<file path="src/rtl/uart_rx_cfg.sv">
// Configurable UART receiver: majority-sampled bits, optional parity,
// 1-2 stop bits, single-word holding register with overrun/break flags.
module uart_rx_cfg #(
  parameter int CLKS_PER_BIT = 434,
  parameter int DATA_BITS    = 8,
  parameter int PARITY       = 0,
  parameter int STOP_BITS    = 1
) (
  input  logic                 i_clk,
  input  logic                 i_rst,
  input  logic                 i_rx_serial,
  input  logic                 i_rx_ready,
  output logic                 o_rx_dv,
  output logic [DATA_BITS-1:0] o_rx_byte,
  output logic                 o_parity_err,
  output logic                 o_frame_err,
  output logic                 o_break,
  output logic                 o_overrun
);

  localparam int CW = $clog2(CLKS_PER_BIT) + 1;
  localparam int IW = 4;
  localparam logic [CW-1:0] BIT_END = CW'(CLKS_PER_BIT - 1);
  localparam logic [CW-1:0] HALF    = CW'((CLKS_PER_BIT - 1) / 2);
  localparam logic [IW-1:0] LAST_D  = IW'(DATA_BITS - 1);
  localparam logic [IW-1:0] LAST_S  = IW'(STOP_BITS - 1);

  typedef enum logic [2:0] {
    S_IDLE, S_START, S_DATA, S_PAR, S_STOP, S_WAIT
  } state_t;

  state_t               state, state_n;
  logic [1:0]           sync;
  logic [1:0]           hist;
  logic [CW-1:0]        cnt, cnt_n;
  logic [IW-1:0]        idx, idx_n;
  logic [DATA_BITS-1:0] shreg, shreg_n;
  logic                 par_q, par_n;
  logic                 stop_bad, bad_n;
  logic                 any_hi, hi_n;
  logic                 rx_s, maj, tick, xr;
  logic                 done, frame_e, brk, par_e;

  assign rx_s = sync[1];
  assign maj  = (rx_s & hist[0]) | (rx_s & hist[1]) | (hist[0] & hist[1]);
  assign tick = (cnt == BIT_END);
  assign xr   = (^shreg) ^ par_q;

  always_ff @(posedge i_clk or posedge i_rst) begin
    if (i_rst) begin
      sync     <= 2'b11;
      hist     <= 2'b11;
      state    <= S_IDLE;
      cnt      <= '0;
      idx      <= '0;
      shreg    <= '0;
      par_q    <= 1'b0;
      stop_bad <= 1'b0;
      any_hi   <= 1'b0;
    end else begin
      sync     <= {sync[0], i_rx_serial};
      hist     <= {hist[0], rx_s};
      state    <= state_n;
      cnt      <= cnt_n;
      idx      <= idx_n;
      shreg    <= shreg_n;
      par_q    <= par_n;
      stop_bad <= bad_n;
      any_hi   <= hi_n;
    end
  end

  always_comb begin
    state_n = state;
    cnt_n   = cnt;
    idx_n   = idx;
    shreg_n = shreg;
    par_n   = par_q;
    bad_n   = stop_bad;
    hi_n    = any_hi;
    done    = 1'b0;
    frame_e = 1'b0;
    brk     = 1'b0;
    par_e   = 1'b0;
    if (PARITY == 1) par_e = ~xr;
    if (PARITY == 2) par_e = xr;
    unique case (state)
      S_IDLE: begin
        cnt_n = '0;
        idx_n = '0;
        bad_n = 1'b0;
        hi_n  = 1'b0;
        par_n = 1'b0;
        if (!rx_s) state_n = S_START;
      end
      S_START: begin
        if (cnt == HALF) begin
          cnt_n   = '0;
          state_n = maj ? S_IDLE : S_DATA;
        end else cnt_n = cnt + 1'b1;
      end
      S_DATA: begin
        if (tick) begin
          cnt_n   = '0;
          shreg_n = {maj, shreg[DATA_BITS-1:1]};
          hi_n    = any_hi | maj;
          if (idx == LAST_D) begin
            idx_n   = '0;
            state_n = (PARITY != 0) ? S_PAR : S_STOP;
          end else idx_n = idx + 1'b1;
        end else cnt_n = cnt + 1'b1;
      end
      S_PAR: begin
        if (tick) begin
          cnt_n   = '0;
          par_n   = maj;
          hi_n    = any_hi | maj;
          state_n = S_STOP;
        end else cnt_n = cnt + 1'b1;
      end
      S_STOP: begin
        if (tick) begin
          cnt_n = '0;
          if (idx == LAST_S) begin
            done    = 1'b1;
            frame_e = stop_bad | ~maj;
            brk     = ~(any_hi | maj);
            idx_n   = '0;
            state_n = frame_e ? S_WAIT : S_IDLE;
          end else begin
            idx_n = idx + 1'b1;
            bad_n = stop_bad | ~maj;
            hi_n  = any_hi | maj;
          end
        end else cnt_n = cnt + 1'b1;
      end
      S_WAIT: begin
        cnt_n = '0;
        idx_n = '0;
        if (rx_s) state_n = S_IDLE;
      end
      default: state_n = S_IDLE;
    endcase
  end

  // A finished frame loads only if the holding slot is free or draining now.
  always_ff @(posedge i_clk or posedge i_rst) begin
    if (i_rst) begin
      o_rx_dv      <= 1'b0;
      o_rx_byte    <= '0;
      o_parity_err <= 1'b0;
      o_frame_err  <= 1'b0;
      o_break      <= 1'b0;
      o_overrun    <= 1'b0;
    end else begin
      o_overrun <= 1'b0;
      if (done) begin
        if (!o_rx_dv || i_rx_ready) begin
          o_rx_dv      <= 1'b1;
          o_rx_byte    <= shreg;
          o_parity_err <= par_e;
          o_frame_err  <= frame_e;
          o_break      <= brk;
        end else o_overrun <= 1'b1;
      end else if (o_rx_dv && i_rx_ready) begin
        o_rx_dv <= 1'b0;
      end
    end
  end

endmodule

</file>
<file path="config.mk">
export PLATFORM = sky130hd
export DESIGN_NAME = uart_rx_cfg
export DESIGN_NICKNAME = d
export VERILOG_FILES = /design/src/rtl/uart_rx_cfg.sv
export SDC_FILE = /design/constraint.sdc
export NUM_CORES = 1
export LEC_CHECK = 0
export BUFFER_PORTS_ARGS = -buffer_cell sky130_fd_sc_hd__buf_2
export CAP_MARGIN = 20
export CORE_MARGIN = 5
export CORE_UTILIZATION = 59
export CTS_CLUSTER_DIAMETER = 120
export DETAILED_ROUTE_END_ITERATION = 10
export GPL_ROUTABILITY_DRIVEN = 0
export PLACE_DENSITY = 0.79
export SLEW_MARGIN = 20
export SYNTH_ARGS = -nofsm -noshare
export SYNTH_HDL_FRONTEND = slang
export SYNTH_SLANG_ARGS = --single-unit
</file>
<file path="constraint.sdc">
create_clock -name i_clk -period 3.09 [get_ports i_clk]
set_clock_uncertainty 0.2 [all_clocks]
set_input_delay 0.309 -clock i_clk [delete_from_list [all_inputs] [get_ports i_clk]]
set_output_delay 0.309 -clock i_clk [all_outputs]
set_load 0.02 [all_outputs]
</file>
After elaboration in Yosys (flattened, before gate mapping)
Cells that the tools add are included.
- add/subtract/negate cells: 2
- reductions and logical operators: 20
- eq/ne operators: 19
- multiplexer cells: 40
- bitwise operators: 9
- operator list (kind ; count):
    10-bit case mux with 3 select lines ; 1
    3-bit 2-to-1 mux ; 9
    10-bit 2-to-1 mux ; 2
    1-bit 2-to-1 mux ; 19
    2-bit != test, second input constant ; 9
    3-bit case mux with 6 select lines ; 1
    4-bit 2-to-1 mux ; 4
    4-bit case mux with 3 select lines ; 1
    10-bit by 1-bit adder with 10-bit output, second input constant ; 1
    10-bit by 8-bit == test with 1-bit output, second input constant ; 1
    10-bit by 9-bit == test with 1-bit output, second input constant ; 1
    3-bit nonzero test ; 3
    8-bit AND reduction ; 1
    3-bit by 2-bit == test with 1-bit output, second input constant ; 2
    3-bit == test, second input constant ; 2
    2-bit AND reduction ; 3
    3-bit AND reduction ; 2
    4-bit by 1-bit adder with 4-bit output, second input constant ; 1
    4-bit by 3-bit == test with 1-bit output, second input constant ; 1
    4-bit logical NOT ; 1
    2-bit by 1-bit != test with 1-bit output, second input constant ; 2
    1-bit bitwise OR ; 4
    4-bit AND reduction ; 1
    2-bit nonzero test ; 2
    12 further kinds ; 16
- output and inout port bits: 13
- bits of input ports: 4
- flip-flop bits (word level): 43
- logic and storage cells: 103

Depth between registers and ports, before layout
Gate-level depths: netlist (run 1).
- depth in word-level cells: 9
- depth in mapped cells: 7

Worst setup path after synthesis (run 1)
OpenSTA, ideal clock, no wires.
- path type: reg-to-reg
- start point: register cnt[2]
- end point: register idx[2]
- cell stages (with the launch flop): 6
- path buffers: 0
- arrival: 1.946 ns
- setup slack: 0.841 ns
- clock period less this slack: 2.249 ns
- cells stage by stage: dfrtp_1 > or3b_4 > o41ai_4 > nand3_2 > or4b_1 > o311ai_1
- word-level cells in the longest chain between the ends: 3
- ends and longest elaborated chain (element ; line ; source):
    from (decl) ; 35 ; logic [CW-1:0] cnt, cnt_n;
    from (signal assigned) ; 64 ; cnt <= cnt_n;
    10-bit by 9-bit == test with 1-bit output (*) ; 46 ; assign tick = (cnt == BIT_END);
    2-bit != test (no line) ; - ;
    3-bit AND reduction (no line) (*) ; - ;
    to (signal assigned) ; 65 ; idx <= idx_n;
    to (decl) ; 36 ; logic [IW-1:0] idx, idx_n;
Every way passes the cells marked *; elsewhere a longest branch is shown, timed or not.
A chain may end at the register's enable or synchronous reset.

Worst setup path after layout (run 1)
Same ends and word-level chain as after synthesis.

==> flow_metrics.env, run 1 <==
export IMPL_crit_slowest_cell="or4b_1"
export IMPL_critPathBufInv=0
export IMPL_drt_iter0_drc=63
export IMPL_finalNonFillerCells=273
export IMPL_comb_power_share_pct=2.2
export IMPL_die_height_um=70.80
export IMPL_cts_buffers=5
export IMPL_p_leak_nw=1.138
export IMPL_fin_crit_ns=2.411
export IMPL_syn_area_per_cell_um2=10.59
export IMPL_ctsResizeCount=0
export IMPL_final_hold_violation_count=0
export IMPL_worst_hold_path_type="primary input to register"
export IMPL_maxCapViolCount=0
export IMPL_crit_path_end_kind="register"
export IMPL_relSlewSlack_pct=59.72
export IMPL_ys_warn_count=0
export IMPL_die_x_um=70.80
export IMPL_grt_overflow_total=0
export IMPL_switching_share_pct=20.91
export IMPL_routed_wl_mm=3.927
export IMPL_core_area_um2=3633
export IMPL_antenna_found_initial=0
export IMPL_critPathArrivalTime_ns=2.40
export IMPL_rsz0062_at_grt="false"
export IMPL_drive_gt1_share_pct=24.44
export IMPL_ctsHtreeMaxLevel=2
export IMPL_tightest_slew_ns=0.5995
export IMPL_critPathTopFamily="simple AND/OR/NAND/NOR gates"
export IMPL_ys_types=51
export IMPL_crit_start="cnt[2]"
export IMPL_vias=1519
export IMPL_whs_ns=0.1221
export IMPL_ioPinCount=17
export IMPL_internal_power_mw=0.7557
export IMPL_synth_edff_count=0
export IMPL_vias_per_cell=5.564
export IMPL_fin_crit_sh_pct=78.02
export IMPL_grt_max_degree=44
export IMPL_p_seq_share_pct=59.5
export IMPL_postCtsSetupBuffers=0
export IMPL_place_hpwl_mm=2.800
export IMPL_clk_latency_ns=0.29
export IMPL_fmax_mhz=414.8
export IMPL_layout_commonest_cell="dfrtp_1"
export IMPL_area_growth_pct=10.56
export IMPL_wire_per_inst_um=14.38
export IMPL_reg2reg_from="cnt[2]"
export IMPL_track_usage_pct=17.84
export IMPL_syn_instance_count=206
export IMPL_clk_path_buf_depth=2
export IMPL_layout_common_cells="dfrtp_1, nor2_1, mux2_2"
export IMPL_start_util_pct=60.02
export IMPL_die_area_um2=5012
export IMPL_final_core_util_pct=66.36
export IMPL_holdBufCountCts=2
export IMPL_clkPwrFrac_pct=38.3
export IMPL_cts_sinks=43
export IMPL_final_nets=233
export IMPL_ys_seq_area_share_pct=49.57
export IMPL_dr_pass1_iters=5
export IMPL_grt_pass1_vias=1498
export IMPL_ir_drop_mv=0.3475
export IMPL_postRouteAntennaNets=0
export IMPL_synthArstFlopShare_pct=100.0
export IMPL_max_stage_delay_ns=0.53
export IMPL_setup_tns_ns=0
export IMPL_cp_cell_sequence="or3b_4 > o31ai_1 > nand3_2 > or4b_1 > o311ai_1"
export IMPL_slew_violations=0
export IMPL_start_kind="register"
export IMPL_cts_tree="done"
export IMPL_worstPathRequired_ns=3.08
export IMPL_cts_root_buf="clkbuf_8"
export IMPL_syn_num_nets=215
export IMPL_path_class="register to register"
export IMPL_dp_cells=263
export IMPL_syn_cell_area_um2=2181
export IMPL_diodes=0
export IMPL_p_per_area_nw_per_um2=396.2
export IMPL_post_route_drc_count=0
export IMPL_status="complete, no violations"
export IMPL_worstHoldStart="i_rx_ready"
export IMPL_path_max_fanout=7
export IMPL_ys_ff_latch=43
export IMPL_synth_flop_cell="dfrtp_1"
export IMPL_rows=22
export IMPL_io_buffers=15
export IMPL_clkSlewWorstSetupHoldPaths_ns=0.08
export IMPL_grt_pass1_wl_mm=7.134
export IMPL_switchingPower_mw=0.1997
export IMPL_setup_viol=0
==> flip-flops by register name, summed over array words and instances, names as in the netlist <==
signal,flops
hist,2
stop_bad,1
state,3
shreg,8
o_overrun,1
cnt,10
sync,2
idx,4
o_break,1
any_hi,1
o_rx_dv,1
o_frame_err,1
o_rx_byte,8
==> routing by layer <==
layer	part of all wire, %	GRT usage (%)	wire (um)
met1	48	24.10	1873
met2	48	28.63	1878
met3	2.6	3.693	104
met4	1.8	6.263	70
met5	0	0	0
==> area by class of cell <==
| type | instances | area [um^2] |
|---|---|---|
| clock inverter | 1 | 8.758 |
| clock buffer | 7 | 86.33 |
| sequential | 43 | 1081 |
| multi-input combinational | 145 | 1027 |
| inverter | 10 | 37.54 |
| tap | 48 | 60.06 |
| timing repair buffer | 19 | 110.1 |
| fill | 297 | 1222 |
==> logic make-up (layout without fill, tap and decap cells) <==
logic type      count (synthesis)  count (layout)  share of synthesized area [%]
fa+ha+maj                       6               6                          3.328
compound gates                 31              31                          10.96
other cells                     1               1                         0.1720
buf+inv                        18              37                          3.328
mux                            18              18                          9.294
simple gates                   82              82                          20.54
flops                          43              43                          49.57
xor+xnor                        7               7                          2.811
==> power by group through the flow <==
stage / sequential (mW) / combinational [mW] / clock [mW]
3_5_place_dp: 0.579 / 0.0200 / 0
2_1_floorplan: 0.579 / 0.0140 / 0
5_1_grt: 0.569 / 0.0242 / 0.402
3_3_place_gp: 0.579 / 0.0197 / 0
4_1_cts: 0.568 / 0.0221 / 0.380
6_report: 0.568 / 0.0209 / 0.366
==> worst paths after layout <==
path,end,slack (ns),depth (start not counted)
max in group asynchronous,idx[1],1.83,4
min reg2reg,sync[1],0.16,0
max,idx[2],0.68,5
min in group asynchronous,shreg[0],0.49,4
min,o_rx_dv,0.12,3
max reg2reg,idx[2],0.68,5
==> through the flow <==
| step | power (mW) | setup WS, ns | instance area, um^2 |
|---|---|---|---|
| floorplan | 0.5930 | 0.8406 | 2181 |
| global route | 0.9950 | 0.5126 | 2411 |
| global placement | 0.5991 | 0.7631 | 2296 |
| detailed placement | 0.5995 | 0.7046 | 2296 |
| finish | 0.9554 | 0.6792 | 2411 |
| CTS | 0.9706 | 0.6774 | 2411 |
==> Yosys cell counts (2+ instances only) <==
library cell,count,area share (%)
mux2_2,18,9.3
o21ai_0,5,1.1
nor4_1,2,0.57
inv_1,10,1.7
nor2_1,22,3.8
dfrtp_1,39,45
ha_1,5,2.9
nand2b_1,6,1.7
clkbuf_1,5,0.86
a21oi_1,7,1.6
nand4b_1,2,0.80
and2_1,4,1.1
a31oi_1,3,0.86
o31ai_1,2,0.69
nor3b_1,3,1.0
nor2b_1,3,0.86
dfstp_2,4,4.8
nand2_1,13,2.2
nand3_1,8,1.8
xnor2_1,3,1.2
and3_1,2,0.57
xor2_1,4,1.6
nor3_1,8,1.8
==> worst reg2reg max path: stages (launching register included) <==
cell,delay [ns]
dfrtp_1,0.46
or3b_4,0.47
o31ai_1,0.36
nand3_2,0.20
or4b_1,0.53
o311ai_1,0.10
No activity file was read; power rests on OpenSTA's default activity.
==> run 2: changes to the inputs <==
- clock period: 3.09 -> 2.32 ns (I/O delays scaled with it)
==> run 2 against run 1 <==
Against the previous run:
- sequential share of layout area shrank 1.9 points
- largest power group unchanged
- routed wire length increased by 14%
- via count up 6.1%
- die area stayed put
- worst hold slack worse by 0.090 ns
- register-to-register slack lost 0.60 ns
- first-iteration DRC count up 25%
- highest routed layer unchanged
- final cell count rose by 4.4%
==> flow_metrics.env, run 2 (synthesis gave the netlist of run 1 again) <==
export IMPL_setup_viol=0
export IMPL_worst_slack_ns=0.07867
export IMPL_status="complete, no violations"
export IMPL_rows=22
export IMPL_p_per_area_nw_per_um2=496.3
export IMPL_layout_common_cells="dfrtp_1, nor2_1, mux2_2"
export IMPL_rsz0062_at_grt="false"
export IMPL_fin_area_um2=2516
export IMPL_cts_buffers=5
export IMPL_setup_tns_ns=0
export IMPL_place_hpwl_mm=3.190
export IMPL_worstPathRequired_ns=2.32
export IMPL_multiInputGateArea_um2=1052
export IMPL_postCtsSetupBuffers=0
export IMPL_crit_start="cnt[2]"
export IMPL_dr_pass1_iters=4
export IMPL_dpl_instance_area_um2=2386
export IMPL_postRouteAntennaNets=0
export IMPL_r2r_slack_ns=0.08
export IMPL_ioPinCount=17
export IMPL_comb_power_share_pct=2.3
export IMPL_ctsHtreeMaxLevel=2
export IMPL_worstHoldStart="i_rx_ready"
export IMPL_clk_latency_ns=0.30
export IMPL_antenna_found_initial=0
export IMPL_core_area_um2=3633
export IMPL_crit_slowest_cell="or4b_1"
export IMPL_area_growth_pct=15.38
export IMPL_maxCapViolCount=0
export IMPL_path_class="register to register"
export IMPL_fin_crit_ns=2.241
export IMPL_ir_drop_mv=0.4304
export IMPL_fmax_mhz=446.2
export IMPL_cp_cell_sequence="or3b_4 > o41ai_4 > nand3_2 > or4b_1 > o311ai_1"
export IMPL_clk_path_buf_depth=2
export IMPL_die_height_um=70.80
export IMPL_fin_crit_sh_pct=96.61
export IMPL_grt_max_degree=44
export IMPL_cts_sinks=43
export IMPL_start_kind="register"
export IMPL_clkPwrFrac_pct=37.1
export IMPL_critPathArrivalTime_ns=2.24
export IMPL_diodes=0
export IMPL_die_area_um2=5012
export IMPL_reg2reg_from="cnt[2]"
export IMPL_largestRegisters="cnt (10), o_rx_byte (8), shreg (8)"
export IMPL_start_util_pct=60.02
export IMPL_hold_path_cell_count=3
export IMPL_r2r_cells=5
export IMPL_path_max_fanout=5
export IMPL_dp_slack_ns=0.02310
export IMPL_nFillCells=279
export IMPL_worst_hold_path_type="primary input to register"
export IMPL_post_route_drc_count=0
export IMPL_die_x_um=70.80
export IMPL_final_hold_violation_count=0
export IMPL_drt_iter0_drc=79
export IMPL_internal_power_mw=0.9731
export IMPL_final_nets=245
export IMPL_cts_tree="done"
export IMPL_p_seq_share_pct=60.7
export IMPL_switching_share_pct=22.07
export IMPL_io_buffers=15
export IMPL_r2r_end="idx[2]"
export IMPL_top_register="cnt"
export IMPL_relSlewSlack_pct=64.26
export IMPL_wire_per_inst_um=15.73
export IMPL_max_stage_delay_ns=0.51
export IMPL_whs_ns=0.03173
export IMPL_grt_pass1_vias=1672
export IMPL_switchingPower_mw=0.2756
export IMPL_grt_overflow_total=0
export IMPL_clkSlewWorstSetupHoldPaths_ns=0.08
export IMPL_track_usage_pct=19.19
export IMPL_vias=1611
export IMPL_holdPathEnd="o_overrun"
export IMPL_cts_root_buf="clkbuf_8"
export IMPL_tightest_slew_ns=0.5361
export IMPL_drive_gt1_share_pct=30.38
export IMPL_largest_register_ffs=10
export IMPL_vias_per_cell=5.653
export IMPL_slew_violations=0
export IMPL_grt_pass1_wl_mm=7.693
export IMPL_p_leak_nw=1.198
export IMPL_layout_commonest_cell="dfrtp_1"
export IMPL_register_area_um2=1081
export IMPL_crit_path_end_kind="register"
export IMPL_routed_wl_mm=4.482
-- run 2: area by class of cell --
cell class,instances,share of cell area (%)
inverter,10,1.492
timing repair buffer,31,7.956
sequential,43,42.96
tap,48,2.387
multi-input combinational,145,41.82
clock inverter,2,0.4973
clock buffer,6,2.884
-- run 2: per-layer routing --
| layer | track usage, % | up-vias | wire, um |
|---|---|---|---|
| met3 | 3.693 | 6 | 143 |
| met5 | 0 | - | 0 |
| li1 | - | 788 | - |
| met4 | 8.768 | 0 | 63 |
| met2 | 32.34 | 29 | 2278 |
| met1 | 23.83 | 788 | 1996 |
-- run 2: how the worst max path moves through the flow --
| stage | to | slack, ns | depth (start not counted) |
|---|---|---|---|
| 5_1_grt | idx[2] | 0.002 | 5 |
| 3_5_place_dp | shreg[5] | 0.02 | 6 |
| 3_3_place_gp | shreg[7] | 0.10 | 6 |
| 4_1_cts | shreg[5] | 0.001 | 6 |
| 6_report | idx[2] | 0.08 | 5 |
| 2_1_floorplan | idx[2] | 0.07 | 5 |
-- run 2: power groups by stage --
stage          Sequential (mW)  Clock, mW  Combinational [mW]
2_1_floorplan            0.771          0              0.0186
3_3_place_gp             0.772          0              0.0259
3_5_place_dp             0.772          0              0.0266
4_1_cts                  0.757      0.482              0.0295
5_1_grt                  0.758      0.507              0.0328
6_report                 0.757      0.463              0.0283
-- run 2: timing repair --
item                                    4_1_cts  5_1_grt
hold endpoints to repair                     40        0
endpoints found under the setup margin        0       27
resized for setup                             0        5
hold buffers                                  2        0
-- run 2: worst max-delay path: cells and delay by family, from the launching register on --
kind	cells	cell delay, ns
AO/OA/AOI/OAI	2	0.47
flip-flops	1	0.40
AND/OR/NAND/NOR	3	1.08
-- run 2: metrics by stage --
step / power, mW / instances / utilization, %
6_report: 1.249 / 285 / 69.25
5_1_grt: 1.298 / 285 / 69.25
4_1_cts: 1.269 / 285 / 68.56
3_5_place_dp: 0.7988 / 275 / 65.67
3_3_place_gp: 0.7977 / 275 / 65.67
2_1_floorplan: 0.7899 / 206 / -
